===== src/rtl/mem_arbiter_pkg.sv =====
// Shared types and sizing for the cache-to-burst-memory arbiter.
package mem_arbiter_pkg;

    localparam int LINE_W     = 256;
    localparam int BEAT_W     = 64;
    localparam int BEATS      = LINE_W / BEAT_W;
    localparam int BEAT_IDX_W = $clog2(BEATS);

    typedef enum logic {
        OWNER_INST = 1'b0,
        OWNER_DATA = 1'b1
    } arb_owner_t;

    typedef enum logic [2:0] {
        IDLE    = 3'd0,
        RD_CMD  = 3'd1,
        RD_DATA = 3'd2,
        WR_DATA = 3'd3,
        RESP    = 3'd4
    } arb_state_t;

    function automatic logic [31:0] line_align(input logic [31:0] addr);
        return addr & 32'hFFFF_FFE0;
    endfunction

endpackage


===== src/rtl/mem_arbiter_burst_line_buf.sv =====
// Line accumulator with beat index: gathers read beats and serves write beats,
// so the same storage is used in both burst directions.
module burst_line_buf
    import mem_arbiter_pkg::*;
(
    input  logic                  clk,
    input  logic                  rst,
    input  logic                  load,
    input  logic [LINE_W-1:0]     load_line,
    input  logic                  beat_we,
    input  logic                  beat_adv,
    input  logic [BEAT_W-1:0]     beat_in,
    input  logic [BEAT_IDX_W-1:0] sel_idx,
    output logic [LINE_W-1:0]     line_out,
    output logic [BEAT_IDX_W-1:0] idx_out,
    output logic [BEAT_W-1:0]     beat_out
);

    logic [LINE_W-1:0]     line_q, line_d;
    logic [BEAT_IDX_W-1:0] idx_q, idx_d;

    // Next line contents and beat index; the index wraps to 0 after the last beat.
    always_comb begin
        line_d = line_q;
        idx_d  = idx_q;
        if (load) begin
            line_d = load_line;
            idx_d  = {BEAT_IDX_W{1'b0}};
        end else if (beat_adv) begin
            if (beat_we) begin
                line_d[idx_q*BEAT_W +: BEAT_W] = beat_in;
            end else begin
                line_d = line_q;
            end
            idx_d = idx_q + BEAT_IDX_W'(1);
        end else begin
            line_d = line_q;
            idx_d  = idx_q;
        end
    end

    // Accumulator and index registers.
    always_ff @(posedge clk) begin
        if (rst) begin
            line_q <= {LINE_W{1'b0}};
            idx_q  <= {BEAT_IDX_W{1'b0}};
        end else begin
            line_q <= line_d;
            idx_q  <= idx_d;
        end
    end

    assign line_out = line_q;
    assign idx_out  = idx_q;
    assign beat_out = line_q[sel_idx*BEAT_W +: BEAT_W];

endmodule


===== src/rtl/mem_arbiter_checker.sv =====
// Simulation-only protocol checks on the arbiter's cache-side inputs.
module mem_arbiter_checker (
    input logic clk,
    input logic rst,
    input logic d_read,
    input logic d_write
);

    a_no_rd_wr_together: assert property (@(posedge clk) disable iff (rst) !(d_read && d_write))
        else $error("mem_arbiter: d_read and d_write asserted together");

endmodule


===== src/rtl/mem_arbiter.sv =====
// Round-robin arbiter sharing one 64-bit burst memory port between the
// instruction fetcher and data cache; one 256-bit line transaction at a time.
module mem_arbiter
    import mem_arbiter_pkg::*;
(
    input  logic              clk,
    input  logic              rst,
    input  logic [31:0]       i_addr,
    input  logic              i_read,
    output logic [LINE_W-1:0] i_rdata,
    output logic              i_resp,
    input  logic [31:0]       d_addr,
    input  logic              d_read,
    input  logic              d_write,
    input  logic [LINE_W-1:0] d_wdata,
    output logic [LINE_W-1:0] d_rdata,
    output logic              d_resp,
    output logic [31:0]       bmem_addr,
    output logic              bmem_read,
    output logic              bmem_write,
    output logic [BEAT_W-1:0] bmem_wdata,
    input  logic              bmem_ready,
    input  logic [31:0]       bmem_raddr,
    input  logic [BEAT_W-1:0] bmem_rdata,
    input  logic              bmem_rvalid
);

    arb_state_t  state_q, state_d;
    arb_owner_t  owner_q, owner_d;
    arb_owner_t  last_grant_q, last_grant_d;
    logic        is_write_q, is_write_d;
    logic [31:0] addr_q, addr_d;

    logic              i_resp_q, i_resp_d;
    logic              d_resp_q, d_resp_d;
    logic              bmem_read_q, bmem_read_d;
    logic              bmem_write_q, bmem_write_d;
    logic [31:0]       bmem_addr_q, bmem_addr_d;
    logic [BEAT_W-1:0] bmem_wdata_q, bmem_wdata_d;

    logic                  grant_data;
    logic                  buf_load, buf_we, buf_adv;
    logic [LINE_W-1:0]     buf_load_line;
    logic [LINE_W-1:0]     buf_line;
    logic [BEAT_IDX_W-1:0] buf_idx, idx_next;
    logic [BEAT_W-1:0]     buf_beat;

    // Arbitration, burst sequencing and next values of all registered outputs.
    always_comb begin
        state_d       = state_q;
        owner_d       = owner_q;
        last_grant_d  = last_grant_q;
        is_write_d    = is_write_q;
        addr_d        = addr_q;
        grant_data    = 1'b0;
        buf_load      = 1'b0;
        buf_we        = 1'b0;
        buf_adv       = 1'b0;
        buf_load_line = {LINE_W{1'b0}};

        case (state_q)
            IDLE: begin
                if (i_read && (d_read || d_write)) begin
                    grant_data = (last_grant_q == OWNER_INST);
                end else begin
                    grant_data = d_read || d_write;
                end
                if (i_read || d_read || d_write) begin
                    owner_d       = grant_data ? OWNER_DATA : OWNER_INST;
                    last_grant_d  = grant_data ? OWNER_DATA : OWNER_INST;
                    is_write_d    = grant_data && d_write;
                    addr_d        = line_align(grant_data ? d_addr : i_addr);
                    buf_load      = 1'b1;
                    buf_load_line = (grant_data && d_write) ? d_wdata : {LINE_W{1'b0}};
                    state_d       = (grant_data && d_write) ? WR_DATA : RD_CMD;
                end else begin
                    state_d = IDLE;
                end
            end
            RD_CMD: begin
                if (bmem_ready) begin
                    state_d = RD_DATA;
                end else begin
                    state_d = RD_CMD;
                end
            end
            RD_DATA: begin
                // Beats tagged with another address belong to someone else.
                if (bmem_rvalid && (bmem_raddr == addr_q)) begin
                    buf_we  = 1'b1;
                    buf_adv = 1'b1;
                    if (buf_idx == BEAT_IDX_W'(BEATS - 1)) begin
                        state_d = RESP;
                    end else begin
                        state_d = RD_DATA;
                    end
                end else begin
                    state_d = RD_DATA;
                end
            end
            WR_DATA: begin
                if (bmem_ready) begin
                    buf_adv = 1'b1;
                    if (buf_idx == BEAT_IDX_W'(BEATS - 1)) begin
                        state_d = RESP;
                    end else begin
                        state_d = WR_DATA;
                    end
                end else begin
                    state_d = WR_DATA;
                end
            end
            RESP: begin
                state_d = IDLE;
            end
            default: begin
                state_d = IDLE;
            end
        endcase

        if (buf_load) begin
            idx_next = {BEAT_IDX_W{1'b0}};
        end else if (buf_adv) begin
            idx_next = buf_idx + BEAT_IDX_W'(1);
        end else begin
            idx_next = buf_idx;
        end

        bmem_read_d  = (state_d == RD_CMD);
        bmem_write_d = (state_d == WR_DATA);
        if ((state_d == RD_CMD) || (state_d == WR_DATA)) begin
            bmem_addr_d = addr_d;
        end else begin
            bmem_addr_d = 32'h0000_0000;
        end

        // On the grant edge the buffer is not loaded yet, so beat 0 comes straight from the port.
        if (state_d == WR_DATA) begin
            if (buf_load) begin
                bmem_wdata_d = d_wdata[BEAT_W-1:0];
            end else begin
                bmem_wdata_d = buf_beat;
            end
        end else begin
            bmem_wdata_d = {BEAT_W{1'b0}};
        end

        i_resp_d = (state_d == RESP) && (owner_q == OWNER_INST);
        d_resp_d = (state_d == RESP) && (owner_q == OWNER_DATA);
    end

    // Control state and registered outputs.
    always_ff @(posedge clk) begin
        if (rst) begin
            state_q      <= IDLE;
            owner_q      <= OWNER_INST;
            last_grant_q <= OWNER_INST;
            is_write_q   <= 1'b0;
            addr_q       <= 32'h0000_0000;
            i_resp_q     <= 1'b0;
            d_resp_q     <= 1'b0;
            bmem_read_q  <= 1'b0;
            bmem_write_q <= 1'b0;
            bmem_addr_q  <= 32'h0000_0000;
            bmem_wdata_q <= {BEAT_W{1'b0}};
        end else begin
            state_q      <= state_d;
            owner_q      <= owner_d;
            last_grant_q <= last_grant_d;
            is_write_q   <= is_write_d;
            addr_q       <= addr_d;
            i_resp_q     <= i_resp_d;
            d_resp_q     <= d_resp_d;
            bmem_read_q  <= bmem_read_d;
            bmem_write_q <= bmem_write_d;
            bmem_addr_q  <= bmem_addr_d;
            bmem_wdata_q <= bmem_wdata_d;
        end
    end

    burst_line_buf u_line_buf (
        .clk       (clk),
        .rst       (rst),
        .load      (buf_load),
        .load_line (buf_load_line),
        .beat_we   (buf_we),
        .beat_adv  (buf_adv),
        .beat_in   (bmem_rdata),
        .sel_idx   (idx_next),
        .line_out  (buf_line),
        .idx_out   (buf_idx),
        .beat_out  (buf_beat)
    );

    mem_arbiter_checker u_checker (
        .clk     (clk),
        .rst     (rst),
        .d_read  (d_read),
        .d_write (d_write)
    );

    assign i_rdata    = buf_line;
    assign d_rdata    = buf_line;
    assign i_resp     = i_resp_q;
    assign d_resp     = d_resp_q;
    assign bmem_read  = bmem_read_q;
    assign bmem_write = bmem_write_q;
    assign bmem_addr  = bmem_addr_q;
    assign bmem_wdata = bmem_wdata_q;

endmodule


===== config.mk =====
export PLATFORM = sky130hd
export DESIGN_NAME = mem_arbiter
export DESIGN_NICKNAME = d
export VERILOG_FILES = /design/src/rtl/mem_arbiter_pkg.sv /design/src/rtl/mem_arbiter_burst_line_buf.sv /design/src/rtl/mem_arbiter_checker.sv /design/src/rtl/mem_arbiter.sv
export SDC_FILE = /design/constraint.sdc
export NUM_CORES = 1
export LEC_CHECK = 0
export CORE_AREA = 2 2 408 410
export CTS_CLUSTER_SIZE = 20
export DETAILED_ROUTE_END_ITERATION = 12
export DIE_AREA = 0 0 410 412
export GPL_ROUTABILITY_DRIVEN = 0
export PLACE_DENSITY = 0.31
export SETUP_SLACK_MARGIN = 0.02
export SYNTH_ARGS = -nofsm -noshare
export SYNTH_HDL_FRONTEND = slang
export SYNTH_SLANG_ARGS = --single-unit

===== constraint.sdc =====
create_clock -name clk -period 3.2 [get_ports clk]
set_clock_uncertainty 0.2 [all_clocks]
set_input_delay 0.96 -clock clk [delete_from_list [all_inputs] [get_ports clk]]
set_output_delay 0.96 -clock clk [all_outputs]
set_load 0.01 [all_outputs]

==> results.cfg, run 1 <==
[synthesis]
netlist_top_cells_count = dfxtp_1 (394), nor2_1 (346), buf_4 (257)
synth_edf_count = 0
synth_cells = 2128
ys_types = 40
synth_top_flop_cell = dfxtp_1
syn-num-nets = 2556
synthTopCellsByArea = dfxtp_1 (41%), buf_4 (10%), a211oi_1 (10%), a22oi_1 (10%), mux2i_1 (8.2%)
synth_most_common_cell = dfxtp_1
synth_top_cell_by_area = dfxtp_1
ys_ff_latch = 394
synth_top_area_share_pct = 41.3
ys_seq_area_share_pct = 41.3
synthesis.area_mm2 = 0.0191
async_reset_ff_share_pct = 0
yosys_warnings = 0
syn_avg_cell_area_um2 = 8.98

[run_status]
outcome = finished, violations left
violations = negative setup slack

[min_path]
hp-class = reg -> reg

[power_and_ir_drop]
total_power_uw = 21600
combPwrFrac_pct = 39.9
power.internal_uw = 13600
p_switching_uw = 8010
clkPwrFrac_pct = 27.0
sequentialPowerShare_pct = 33.1
swShare_pct = 37.1
power_density_mw_per_mm2 = 621
peakVddDrop_mv = 0.414
power.leakage_uw = 0.0116

[routing]
routedWlPerCell_um = 27.9
wl_mm = 146
via_per_inst = 3.87
drtPass1Iterations = 7
num_vias = 20300
drc = 0
final_antenna_net_count = 0
drt_iter0_markers = 1033

[cts]
clk_pin_slew_ps = 60
hold_buffers = 0
clockBufferDepth = 3
clockRootBuffer = clkbuf_16
h-tree-depth = 2
clk_latency_ps = 640
cts_tree = built
cts.sinks = 394
cts_buffers = 53

[worst_setup_path]
worst-setup-path-type = in -> reg
cp_slowest_cell = bufbuf_16
cp-start-kind = primary input
max_stage_delay_ps = 310
cp.required_ps = 3480
critPathBufInv = 7
crit_top_cell = buf_6
crit_arrival_ps = 3570
path_delay_family = buffers and inverters
crit_chain = buf_6 > xnor2_2 > buf_4 > nand4_1 > nor4_4 > nand4_1 > buf_6 > o21ai_2 > buf_6 > mux2i_4 > buf_12 > buf_12 > bufbuf_16 > mux2i_1 > o221ai_1
cp_max_fo = 10
end_kind = register

[placement]
hpwl_mm = 111
post_dp_cell_area_mm2 = 0.0316
port-buffer-count = 1024
post-place-ws_ps = -1470

[grt]
overflow = 0
grt_start_max_net_pins = 132
grt_pass1_wl_mm = 191
antenna_found_initial = 24
grt_usage_pct = 16.3
first_global_vias = 20600

[sta]
tightest_slew_ps = 1120
rsz0062_at_grt = yes
fin_crit_sh_pct = 103
finalSetupViolCount = 45
hold_ws_ps = 276
finalCriticalPeriod_ps = 3290
clock.fmax_mhz = 304
drv_slew = 0
layout_setup_ws_ps = -91.9
hold_viol = 0
max-slew-margin-rel_pct = 25.1

[cells_and_area]
final_area_mm2 = 0.0347
seqCellArea_mm2 = 0.00790
fill_cells = 18000
areaGrowthSynthToFinish_pct = 81.7
drive_above_1_share_pct = 13.8
multi_input_area_mm2 = 0.00886
num-nets-final = 3442

[die]
rows = 149
die_w_um = 410
die_area_mm2 = 0.169
start_util_pct = 11.6
die_y_um = 412
core-area_mm2 = 0.164
io_pins = 1035

[run]
max_cap_violations = 0
[state kept, by name, summed over array words and instances, names as in the netlist, 2 cells and up]
name / count
addr_q: 32
bmem_addr: 32
u_line_buf.line_out: 256
bmem_wdata: 64
state_q: 3
u_line_buf.idx_out: 2
[cell families (layout without fill, tap and decap cells)]
logic type / Yosys count / count (layout) / share of synthesized area (%)
AOI/OAI and AO/OA: 620 / 620 / 24.3
and+or+nand+nor: 464 / 464 / 9.74
xor gates and xnor gates: 32 / 32 / 1.47
other: 0 / 10 / 0
DFF: 394 / 394 / 41.3
adders and majority gates: 5 / 5 / 0.327
buffers and inverters: 457 / 1375 / 14.7
muxes: 156 / 156 / 8.17
[stage by stage]
| stage | TNS, ps | instances | util, % |
|---|---|---|---|
| after detailed placement | -372210 | 5090 | 19.2 |
| after floorplan | 0 | 2128 | - |
| after global placement | -367890 | 5090 | 19.2 |
| final | -2070 | 5245 | 21.1 |
| after CTS | -6810 | 5221 | 20.8 |
| after global routing | -6060 | 5241 | 21.1 |
[timing repair]
| item | in CTS | in global routing |
|---|---|---|
| buffers inserted | 30 | 11 |
| gates resized for setup | 115 | 73 |
| setup endpoints to repair | 336 | 316 |
| gates cloned | 15 | 4 |
| hold endpoints to repair | 0 | 0 |
| pin swaps | 46 | 43 |
[area by class of cell]
| type | count | share of cell area (%) |
|---|---|---|
| inverter | 9 | 0.112 |
| clock buffer | 76 | 4.36 |
| clock inverter | 11 | 0.252 |
| sequential | 394 | 22.7 |
| antenna | 10 | 0.0721 |
| multi-input combinational | 1277 | 25.5 |
| timing repair buffer | 1279 | 39.0 |
| tap | 2189 | 7.89 |
[final timing paths]
check,slack [ps],startpoint,cells past startpoint,endpoint
min reg2reg,280,last_grant_q,1,i_resp
max reg2reg,-30,addr_q[10],14,bmem_wdata[43]
max,-90,bmem_raddr[10],15,bmem_wdata[43]
min,280,last_grant_q,1,i_resp
[placed cells by master (no fill, tap or decap), types with 60 or more instances in the layout]
cell type | netlist | layout
clkdlybuf4s50_1 | 0 | 989
dfxtp_1 | 394 | 387
nor2_1 | 346 | 344
a22oi_1 | 254 | 254
a211oi_1 | 256 | 235
mux2i_1 | 156 | 142
buf_4 | 257 | 136
nand2_1 | 72 | 71
buf_12 | 0 | 62
o221ai_1 | 63 | 60
[power groups by stage]
| stage | clock network [uW] | registers (uW) | logic, uW |
|---|---|---|---|
| final | 5830 | 7140 | 8600 |
| after global routing | 6240 | 7240 | 9230 |
| after CTS | 6070 | 7180 | 8570 |
| after detailed placement | 0 | 7260 | 8150 |
| after global placement | 0 | 7280 | 8170 |
| after floorplan | 0 | 6760 | 3420 |
[layer usage]
layer | track usage (%) | share of wire [%] | up-vias
met4 | 3.45 | 2.0 | 12
met3 | 3.26 | 5.1 | 125
li1 | - | - | 9351
met2 | 28.9 | 50 | 708
met1 | 20.4 | 43 | 10100
met5 | 0 | 0.053 | -
(Power assumes the default switching activity.)
==> run 2: changes to the inputs <==
CORE_AREA = 3 3 397 399   (was 2 2 408 410)
DIE_AREA = 0 0 400 402   (was 0 0 410 412)
PLACE_DENSITY = 0.32   (was 0.31)
SLEW_MARGIN = 20   (was default)
==> run 2 against run 1 <==
  * The run still ends with negative setup slack left
  * Maximum frequency shrank 6.7%
  * Worst setup slack worse by 240 ps
  * Global-route usage up 1.8 points
  * Wire length is 4.8% higher
  * Clock-buffer cell count grew 8
  * Non-clock buffer count rose by 83
  * Total power grew 8.3%
==> results.cfg, run 2 (same netlist as run 1, synthesis figures left out) <==
[run_status]
outcome = finished, violations left
violations = negative setup slack

[routing]
via_per_inst = 4.03
drc = 0
drtPass1Iterations = 5
final_antenna_net_count = 0
wl_mm = 153
drt_iter0_markers = 1206
routedWlPerCell_um = 29.5
num_vias = 20900

[cells_and_area]
final_common_cell = clkdlybuf4s50_1
areaGrowthSynthToFinish_pct = 91.6
drive_above_1_share_pct = 17.6
mostFrequentLayoutCells = clkdlybuf4s50_1 (1003), dfxtp_1 (392), nor2_1 (342), a22oi_1 (254), a211oi_1 (189)
fill_cells = 16800
stdcell_count = 5196
final_util_pct = 23.7
num-nets-final = 3526
largest_reg_flops = 256

[placement]
post-place-ws_ps = -1350
hpwl_mm = 114
port-buffer-count = 1024
place_inst = 4939

[worst_setup_path]
cp_max_fo = 6
cp-start-kind = primary input
cp.required_ps = 3500
crit_arrival_ps = 3830
r2r.worst_path.cells = 16
worst-setup-path-type = in -> reg
end_kind = register

[power_and_ir_drop]
peakVddDrop_mv = 0.336
power_density_mw_per_mm2 = 638
p_switching_uw = 8620
power.internal_uw = 14700
sequentialPowerShare_pct = 30.6
clkPwrFrac_pct = 26.5
combPwrFrac_pct = 42.9
swShare_pct = 36.9
power.leakage_uw = 0.0125

[grt]
overflow = 0
grt_start_max_net_pins = 101
first_global_vias = 21400
grt_pass1_wl_mm = 200
antenna_found_initial = 36
grt_usage_pct = 18.1

[die]
die_w_um = 400
io_pins = 1035
die_area_mm2 = 0.161
start_util_pct = 12.4
die_y_um = 402
rows = 144
core-area_mm2 = 0.154

[cts]
hold_buffers = 0
cts_tree = built
clockRootBuffer = clkbuf_16
cts_buffers = 54
h-tree-depth = 2
clk_pin_slew_ps = 60
clk_latency_ps = 650
cts.sinks = 394
clockBufferDepth = 3

[sta]
hold_ws_ps = 284
finalCriticalPeriod_ps = 3530
max-slew-margin-rel_pct = 40.5
hold_viol = 0
fin_crit_sh_pct = 110
drv_slew = 0
layout_setup_ws_ps = -328
clock.fmax_mhz = 283
rsz0062_at_grt = yes
tightest_slew_ps = 892
finalSetupViolCount = 315
setup-tns-final_ps = -52880

[min_path]
min_path_cells = 1
hp-class = reg -> reg

[run]
max_cap_violations = 0
## run 2: worst paths after layout
path / slack [ps] / startpoint / end
worst max-delay path: -330 / bmem_raddr[20] / bmem_wdata[59]
worst min register to register: 280 / last_grant_q / i_resp
worst min-delay path: 280 / last_grant_q / i_resp
worst max register to register: -180 / addr_q[19] / bmem_wdata[59]
## run 2: power groups by stage
| stage | registers [uW] | logic, uW | clock network (uW) |
|---|---|---|---|
| finish | 7150 | 10000 | 6190 |
| global route | 7240 | 10700 | 6620 |
| CTS | 7170 | 10100 | 6460 |
| detailed placement | 7260 | 8130 | 0 |
| global placement | 7280 | 8140 | 0 |
| floorplan | 6760 | 3420 | 0 |
## run 2: layout make-up
type / count / area (um^2) / area share, %
timing repair buffer: 1362 / 15300 / 41.7
multi-input combinational: 1277 / 9090 / 24.8
sequential: 394 / 7890 / 21.6
tap: 2044 / 2560 / 6.98
clock buffer: 84 / 1630 / 4.46
clock inverter: 13 / 116 / 0.318
inverter: 9 / 38.8 / 0.106
antenna: 13 / 32.5 / 0.0888
## run 2: repair_timing
item,in CTS,in global routing
resized for setup,230,145
buffers inserted,99,36
pin swaps,203,127
gates cloned,43,1
endpoints found under the setup margin,339,333
## run 2: critical path, stage by stage
cell             delay [ps]
clkdlybuf4s50_1         510
xnor2_2                 130
nand4_1                 120
nor3_2                  280
nand4_1                 190
buf_4                   200
o21ai_4                 140
buf_6                   120
mux2i_4                 230
buf_12                  160
buf_16                  140
buf_12                  150
buf_8                   140
mux2i_2                 190
o221ai_1                140
## run 2: metrics by stage
stage	area, um^2	power (uW)
after floorplan	19100	10200
after global placement	31400	15400
after detailed placement	31400	15400
after CTS	36200	23700
after global routing	36600	24500
final	36600	23400
## run 2: metal layers
layer / GRT usage, % / share of wire, % / vias to the layer above
met2: 30.7 / 48 / 830
met1: 21.7 / 41 / 10300
met4: 6.50 / 3.6 / 14
met5: 0 / 0.063 / -
li1: - / - / 9565
met3: 5.25 / 7.3 / 177
==> run 3: changes to the inputs <==
ABC_CLOCK_PERIOD_IN_PS = 3200   (was default)
==> results of run 3 <==
No change in the layout: final DEF, timing and power equal those of run 2.
==> edit (settings of run 2) <==
The package constant `BEAT_W` goes from 64 to 128.
--- a/src/rtl/mem_arbiter_pkg.sv
+++ b/src/rtl/mem_arbiter_pkg.sv
@@ -2,7 +2,7 @@
 package mem_arbiter_pkg;
 
     localparam int LINE_W     = 256;
-    localparam int BEAT_W     = 64;
+    localparam int BEAT_W     = 128;
     localparam int BEATS      = LINE_W / BEAT_W;
     localparam int BEAT_IDX_W = $clog2(BEATS);
 
Ports: changed (resized bmem_rdata and bmem_wdata); port bits go from 1035 to 1163. No check against the original RTL was run, so the function may have changed too.
==> edit against run 2 <==
Sequential cell count increased by 63; via count increased by 6.7%; design area increased by 2.1%; sequential share of layout area increased by 2.9 points; clock power increased by 25%; power increased by 9.3%; setup slack improved by 0.37 ns; routed wire length increased by 5.0%; area after synthesis increased by 8.8%; largest cell class unchanged.
==> edit: results (changes against run 2) <==
| Metric | Value |
|---|---|
| Crit path max fanout | 7 (was 6) |
| Fill count | 16800 (about the same) |
| Mean post-synth cell area | 8.94 um2 (was 8.98 um2) |
| Synth cell count leaders | nor2_1 (604), dfxtp_1 (457), buf_4 (277) (was dfxtp_1 (394), nor2_1 (346), buf_4 (257)) |
| Synth Area in Compound Gates | 26.8% (was 24.3%) |
| Detail Placement HPWL | 126 mm (was 114 mm) |
| Lkg Pwr | 0.0135 uW (was 0.0125 uW) |
| XOR/XNOR share of the synthesized area | 1.18% (was 1.47%) |
| Top cells by area, synth | dfxtp_1 (44%), nor2_1 (11%), buf_4 (10%), a211oi_1 (9.3%), a22oi_1 (9.2%) (was dfxtp_1 (41%), buf_4 (10%), a211oi_1 (10%), a22oi_1 (10%), mux2i_1 (8.2%)) |
| Vias in the first global route | 22500 (was 21400) |
| Adder-Cell Fraction of Synth Area | 0% (was 0.327%) |
| Routed length per instance | 29.7 um (was 29.5 um) |
| Initial antenna violation count | 54 (was 36) |
| Yosys warns | 0 (unchanged) |
| Layout cells sized above 1 | 11.2% (was 17.6%) |
| GRT Util Overall | 18.7% (was 18.1%) |
| Distinct cells, synth | 43 (was 40) |
| Final WL | 161 mm (was 153 mm) |
| Peak supply drop | 0.305 mV (was 0.336 mV) |
| Placed cell area | 0.0342 mm2 (was 0.0314 mm2) |
| Crit path arrival time | 3.46 ns (was 3.83 ns) |
| Largest net degree at the start of global routing | 110 (was 101) |
| First-pass GRT wire length | 207 mm (was 200 mm) |
| Sequential area share after synthesis | 44.0% (was 41.3%) |
| Multiplexer share of the synthesized area | 1.35% (was 8.17%) |
| Pin slew with the least headroom to its limit | 0.781 ns (was 0.892 ns) |
| DRT iter0 DRCs | 1360 (was 1206) |
| DR pass1 iterations | 5 (unchanged) |
| Synthesized Nets | 2815 (was 2556) |
| Final nets | 3783 (was 3526) |
| Placed Cells | 5234 (was 4939) |
| Clock Latency Late Sink | roughly 0.64 ns |
| Status | complete, no violations (was finished, violations left) |
| I/O Buffers | 1152 (was 1024) |
| CTS Buf Count | 67 (was 54) |
| Vias per cell | 4.13 (was 4.03) |
| CTS H-tree lvls | 3 (was 2) |
[edit: changes by cell type in the layout (fill, tap and decap cells not counted), sizes merged, moves of 5 or more]
cell and change:
clkbuf +26, clkdlybuf4s50 +127, ha -5, dlymetal6s2s +6, mux2i -128, o221a +128
buf -126, nor2 +257, nand2 -68, dfxtp +63, o221ai -62, xor2 -6
diode +13
[edit: cell type report]
cell class                 count  area (um2)  area share [%]
antenna                       26        65.1           0.174
clock buffer                 104        2080            5.56
clock inverter                14         164           0.439
inverter                       9        33.8          0.0904
multi-input combinational   1390        8860            23.7
sequential                   457        9160            24.5
tap                         2044        2560            6.84
timing repair buffer        1371       14500            38.7
[edit: final timing paths]
path	end	slack, ns	startpoint	cells after the start
hold reg to reg	i_resp$_SDFF_PP0_	0.28	last_grant_q$_SDFFE_PP0P_	1
setup reg to reg	u_line_buf.line_out[56]$_SDFFE_PP0P_	0.27	addr_q[27]$_SDFF_PP0_	13
setup / recovery	u_line_buf.line_out[56]$_SDFFE_PP0P_	0.04	bmem_raddr[21]	14
hold / removal	i_resp$_SDFF_PP0_	0.28	last_grant_q$_SDFFE_PP0P_	1
[edit: logic make-up after synthesis]
logic type	after synthesis
DFF	457
xor gates and xnor gates	28
AOI/OAI and AO/OA	687
buffers and inverters	481
muxes	28
and+or+nand+nor	647
[edit: per-layer routing]
layer / global-route usage [%] / wire length [um] / vias to the layer above
li1: - / - / 10200
met1: 21.8 / 64100 / 11000
met2: 31.1 / 77400 / 998
met3: 6.75 / 13900 / 188
met4: 7.30 / 5430 / 20
met5: 0 / 130 / -
[edit: power breakdown]
group	internal, uW	switching, uW
Sequential	6600	1250
Combinational	4950	5000
Clock	4630	3100
[edit: worst max-delay path, stage by stage]
cell	delay (ns)
clkdlybuf4s50_1	0.48
xnor2_1	0.12
nand4_1	0.18
nor3_4	0.24
buf_6	0.13
nand4_1	0.11
buf_6	0.16
o31ai_4	0.20
buf_6	0.16
buf_16	0.16
buf_16	0.17
buf_6	0.13
buf_6	0.14
a211oi_1	0.07
[edit: metrics by stage]
stage	setup TNS (ns)	util, %	hold WS (ns)	setup slack, ns	total power [uW]
finish	0	24.2	0.284	0.0393	25500
global route	-0.0839	24.2	0.319	-0.0230	26800
CTS	0	23.8	0.286	0.0259	25600
detailed placement	-274.58	22.2	0.297	-0.828	17600
global placement	-264.89	22.2	0.294	-0.799	17600
floorplan	0	-	0.227	0.162	11600
[edit: repair_timing]
action | CTS | global route
gates cloned | 3 | 10
endpoints found under the setup margin | 229 | 358
buffers inserted | 12 | 14
pin swaps | 13 | 22
gates resized for setup | 38 | 47
